[config.mk]
export PLATFORM = sky130hd
export DESIGN_NAME = logic_resp
export DESIGN_NICKNAME = d
export VERILOG_FILES = /design/src/rtl/logic_resp_pkg.sv /design/src/rtl/logic_resp_fifo.sv /design/src/rtl/logic_resp.sv
export SDC_FILE = /design/constraint.sdc
export NUM_CORES = 1
export LEC_CHECK = 0
export ABC_CLOCK_PERIOD_IN_PS = 2300
export CORE_MARGIN = 10
export CORE_UTILIZATION = 40
export DETAILED_ROUTE_END_ITERATION = 10
export HOLD_SLACK_MARGIN = 0.08
export PLACE_DENSITY = 0.65
export SLEW_MARGIN = 20
export SYNTH_ARGS = -nofsm -noshare
export SYNTH_HDL_FRONTEND = slang
export SYNTH_HIERARCHICAL = 1
export SYNTH_SLANG_ARGS = --single-unit
[constraint.sdc]
create_clock -name clk -period 2.3 [get_ports clk]
set_clock_uncertainty 0.2 [all_clocks]
set_input_delay 0.69 -clock clk [delete_from_list [all_inputs] [get_ports clk]]
set_output_delay 0.69 -clock clk [all_outputs]
set_load 0.005 [all_outputs]
[src/rtl/logic_resp_pkg.sv]
// Shared types, default sizes and the bitwise operation used by the responder
// and its scoreboard.
package logic_resp_pkg;

   localparam int WIDTH_D = 4;
   localparam int DEPTH_D = 4;
   localparam int TAG_W_D = 8;

   typedef enum logic [1:0] {
      OP_AND  = 2'd0,
      OP_OR   = 2'd1,
      OP_XOR  = 2'd2,
      OP_NAND = 2'd3
   } op_t;

   // One result bit; callers apply it per bit so any operand width works.
   function automatic logic calc(op_t op, logic a, logic b);
      logic r;
      r = 1'b0;
      unique case (op)
         OP_AND:  r = a & b;
         OP_OR:   r = a | b;
         OP_XOR:  r = a ^ b;
         OP_NAND: r = ~(a & b);
         default: r = 1'b0;
      endcase
      return r;
   endfunction

endpackage

[src/rtl/logic_resp_fifo.sv]
// Synchronous FIFO with an extra-bit level counter; head entry is read
// straight from the storage registers.
module logic_resp_fifo #(
   parameter int DW    = 14,
   parameter int DEPTH = 4
) (
   input  logic                   clk,
   input  logic                   rst_n,
   input  logic                   push,
   input  logic [DW-1:0]          wdata,
   input  logic                   pop,
   output logic [DW-1:0]          rdata,
   output logic                   full,
   output logic                   empty,
   output logic [$clog2(DEPTH):0] level
);

   localparam int AW = $clog2(DEPTH);
   localparam logic [AW:0] FULL_LVL = (AW+1)'(DEPTH);

   logic [DW-1:0] mem [DEPTH];
   logic [AW-1:0] wr_ptr;
   logic [AW-1:0] rd_ptr;
   logic          do_push;
   logic          do_pop;

   // A push into a full buffer is refused even if the head pops this edge.
   assign do_push = push && !full;
   assign do_pop  = pop && !empty;
   assign full    = (level == FULL_LVL);
   assign empty   = (level == '0);
   assign rdata   = mem[rd_ptr];

   always_ff @(posedge clk or negedge rst_n) begin
      if (!rst_n) begin
         wr_ptr <= '0;
         rd_ptr <= '0;
         level  <= '0;
         for (int i = 0; i < DEPTH; i++) begin
            mem[i] <= '0;
         end
      end else begin
         if (do_push) begin
            mem[wr_ptr] <= wdata;
            wr_ptr      <= wr_ptr + 1'b1;
         end
         if (do_pop) begin
            rd_ptr <= rd_ptr + 1'b1;
         end
         unique case ({do_push, do_pop})
            2'b10:   level <= level + 1'b1;
            2'b01:   level <= level - 1'b1;
            default: level <= level;
         endcase
      end
   end

endmodule

[src/rtl/logic_resp.sv]
// Operand responder: computes a bitwise result per accepted request and
// returns it in order, tagged with the request's sequence number.
module logic_resp
   import logic_resp_pkg::*;
#(
   parameter int WIDTH = WIDTH_D,
   parameter int DEPTH = DEPTH_D,
   parameter int TAG_W = TAG_W_D
) (
   input  logic                   clk,
   input  logic                   rst_n,
   input  logic                   req_valid,
   output logic                   req_ready,
   input  logic [WIDTH-1:0]       req_a,
   input  logic [WIDTH-1:0]       req_b,
   input  logic [1:0]             req_op,
   output logic                   rsp_valid,
   input  logic                   rsp_ready,
   output logic [WIDTH-1:0]       rsp_y,
   output logic [1:0]             rsp_op,
   output logic [TAG_W-1:0]       rsp_tag,
   output logic [$clog2(DEPTH):0] level
);

   localparam int DW = 2 + TAG_W + WIDTH;

   // Both channels use valid/ready: a transfer happens on a rising edge where
   // valid and ready are both high; the sender holds its payload until then.
   logic             accept;
   logic             pop;
   logic             full;
   logic             empty;
   logic [TAG_W-1:0] tag;
   logic [WIDTH-1:0] y;
   logic [DW-1:0]    wdata;
   logic [DW-1:0]    rdata;
   op_t              op_in;

   assign op_in     = op_t'(req_op);
   assign req_ready = !full;
   assign accept    = req_valid && req_ready;
   assign rsp_valid = !empty;
   assign pop       = rsp_valid && rsp_ready;

   always_comb begin
      y = '0;
      for (int i = 0; i < WIDTH; i++) begin
         y[i] = calc(op_in, req_a[i], req_b[i]);
      end
   end

   assign wdata = {req_op, tag, y};

   always_ff @(posedge clk or negedge rst_n) begin
      if (!rst_n) begin
         tag <= '0;
      end else if (accept) begin
         tag <= tag + 1'b1;
      end
   end

   logic_resp_fifo #(
      .DW    (DW),
      .DEPTH (DEPTH)
   ) u_fifo (
      .clk   (clk),
      .rst_n (rst_n),
      .push  (accept),
      .wdata (wdata),
      .pop   (pop),
      .rdata (rdata),
      .full  (full),
      .empty (empty),
      .level (level)
   );

   assign rsp_op  = rdata[DW-1 -: 2];
   assign rsp_tag = rdata[WIDTH +: TAG_W];
   assign rsp_y   = rdata[WIDTH-1:0];

endmodule

==> results.sh, run 1 <==
export IMPL_reg2reg_slack_ps=150
export IMPL_seq_area_um2=1780
export IMPL_via_per_inst=4.97
export IMPL_rr_worst_depth=10
export IMPL_core_area_um2=8300
export IMPL_worstPathArrival_ps=1680
export IMPL_crit_path_start="u_fifo/rd_ptr[0]$_DFFE_PN0P_"
export IMPL_leakage_nw=1.95
export IMPL_dieArea_um2=12700
export IMPL_stdcell_count=425
export IMPL_period_minus_slack_ps=2570
export IMPL_ys_seq_elements=71
export IMPL_synth_edf_count=0
export IMPL_diodes=0
export IMPL_clockBufferDepth=2
export IMPL_fillCellCount=710
export IMPL_slew_violations=0
export IMPL_synth_nets=270
export IMPL_die_h_um=113
export IMPL_drive_gt1_share_pct=46.6
export IMPL_tns_ps=-2790
export IMPL_grt_pass1_vias=2219
export IMPL_grt_max_degree=72
export IMPL_peakVddDrop_v=0.000760
export IMPL_critical_path_max_fanout=5
export IMPL_synth_cell_types=26
export IMPL_drv_cap=0
export IMPL_crit_end="rsp_y[3]"
export IMPL_drt_first_pass_iters=4
export IMPL_ys_warnings_count=6
export IMPL_gr_total_overflow=0
export IMPL_ys_seq_area_share_pct=51.7
export IMPL_start_util_pct=41.4
export IMPL_crit_type="flip-flop to output port"
export IMPL_rows=33
export IMPL_cellPowerDensity_nw_per_um2=1360
export IMPL_synthCells=241
export IMPL_r2r_end="u_fifo/level[2]$_DFFE_PN0P_"
export IMPL_critPathRequiredTime_ps=1410
export IMPL_syn_cell_area_um2=3440
export IMPL_cts_root_buffer="clkbuf_8"
export IMPL_async_flop_share_pct=100
export IMPL_cts_tree="done"
export IMPL_cts_made_buffers=9
export IMPL_tightest_slew_ps=498
export IMPL_insertion_delay_ps=350
export IMPL_final_common_cell="dfrtp_1"
export IMPL_cts_hold_buf=0
export IMPL_io_pin_count=33
export IMPL_wl_per_cell_um=15.2
export IMPL_clk_pin_slew_ps=80
export IMPL_avgSynthCellArea_um2=14.3
export IMPL_post_route_period_util_pct=112
export IMPL_place_inst=398
export IMPL_dp_final_hpwl_um=4580
export IMPL_grt_antenna_before_repair=0
export IMPL_drtAntennaViolNets=0
export IMPL_relSlewSlack_pct=66.4
export IMPL_hold_violations=0
export IMPL_utilization_pct=52.6
export IMPL_violations="setup timing"
export IMPL_grt_pass1_wl_um=11100
export IMPL_outcome="finished, violations left"
export IMPL_io_buffers=32
export IMPL_most_common_layout_cells="70 x dfrtp_1, 58 x mux2_2, 27 x buf_4"
export IMPL_fin_nets=344
export IMPL_place_gp_congestion=0.698
export IMPL_drt_iter0_drc=61
export IMPL_die_x_um=113
export IMPL_synth_ff_type="dfrtp_1"
export IMPL_syn_to_final_growth_pct=26.9
export IMPL_rsz0062_at_grt="yes"
export IMPL_grt_usage_pct=10.7
export IMPL_hp_class="input port to async pin"
export IMPL_endpoint_kind="output port"
export IMPL_cts_num_sinks=71
export IMPL_max_freq_ghz=0.389
export IMPL_postRouteWirelength_um=6470
export IMPL_cp_start_kind="flip-flop"
export IMPL_cts_max_level=3
export IMPL_worst_slack_ps=-270
export IMPL_drc=0
export IMPL_total_power_mw=5.95
export IMPL_multiInputGateArea_um2=1550
export IMPL_r2r_start="u_fifo/level[1]$_DFFE_PN0P_"
export IMPL_finalSetupViolCount=14
export IMPL_num_vias=2112
[cells by family after synthesis]
family | Yosys count | synth area share, %
adder cells (fa/ha/maj) | 15 | 5.68
XOR/XNOR | 13 | 3.31
AO/OA/AOI/OAI | 13 | 2.22
AND/OR/NAND/NOR | 32 | 4.99
buffers and inverters | 24 | 3.64
flip-flops | 71 | 51.7
multiplexers | 73 | 28.5
[worst max-delay path: stages (launching register included)]
cell	delay [ps]
dfrtp_1	420
buf_6	160
buf_6	100
mux4_2	510
buf_6	140
[through the flow]
stage / hold slack [ps] / instance area, um2 / setup WS (ps)
6_report: 141 / 4360 / -270
5_1_grt: 158 / 4360 / -336
4_1_cts: 159 / 4340 / -297
3_5_place_dp: 291 / 4060 / -483
3_3_place_gp: 284 / 4060 / -444
2_1_floorplan: 194 / 3440 / 5.58
[flip-flops by register name, indices dropped and copies added (netlist names)]
register       cells
u_fifo/mem        56
u_fifo/wr_ptr      2
u_fifo/rd_ptr      2
u_fifo/level       3
tag                8
[report_power, final]
part	switching [mW]	leakage, nW	internal (mW)	total (mW)
Combinational	0.984	0.997	1.67	2.66
Clock	0.449	0.110	0.640	1.09
Sequential	0.386	0.848	1.82	2.21
Total	1.82	1.95	4.13	5.95
[layout make-up]
class | count | area share [%]
Tap cell | 105 | 3.01
Inverter | 16 | 1.38
Sequential cell | 71 | 40.8
Multi-Input combinational cell | 146 | 35.6
Clock buffer | 11 | 3.24
Timing Repair Buffer | 71 | 14.1
Clock inverter | 5 | 1.86
[metal layers]
layer / global-route usage [%] / share of wire (%) / routed length, um
met3: 3.80 / 3.6 / 235
met5: 0 / 0 / 0
met2: 17.6 / 50 / 3230
met4: 3.55 / 1.4 / 92
met1: 12.8 / 45 / 2900
[how the worst min path moves through the flow]
stage | cells after the start | endpoint | startpoint | slack (ps)
after CTS | 2 | u_fifo/mem[49]$_DFFE_PN0P_ | rst_n | 160
after detailed placement | 1 | u_fifo/mem[15]$_DFFE_PN0P_ | u_fifo/mem[15]$_DFFE_PN0P_ | 290
final | 2 | u_fifo/mem[49]$_DFFE_PN0P_ | rst_n | 140
after floorplan | 0 | tag[0]$_DFFE_PN0P_ | rst_n | 190
after global routing | 2 | u_fifo/mem[49]$_DFFE_PN0P_ | rst_n | 160
after global placement | 1 | u_fifo/mem[15]$_DFFE_PN0P_ | u_fifo/mem[15]$_DFFE_PN0P_ | 280
[synthesized netlist by cell type, types with 4 or more instances]
library cell,n,share of area [%]
xor2_1,4,1.0
nor2_1,6,0.66
mux2_2,58,19
o21ai_0,9,1.3
nor2b_1,4,0.73
inv_1,16,1.7
nand2_1,13,1.4
mux4_2,14,9.2
dfrtp_1,71,52
xnor2_1,9,2.3
ha_1,14,5.1
[timing repair]
action,4_1_cts,5_1_grt
pin swaps,6,6
endpoints found under the setup margin,18,20
setup buffers,12,0
resized for setup,80,7
gates cloned,0,0
endpoints found under the hold margin,0,0
Power figures use the tool's default switching activity.
==> inputs of run 2 (changes only) <==
- SLEW_MARGIN: 20 -> unset
==> results of run 2 <==
The final DEF is identical to that of run 1; final timing and power are the same.
==> inputs of run 3 (changes only) <==
- CAP_MARGIN: unset -> 10
==> results of run 3 <==
The final DEF is identical to that of run 1; final timing and power are the same.
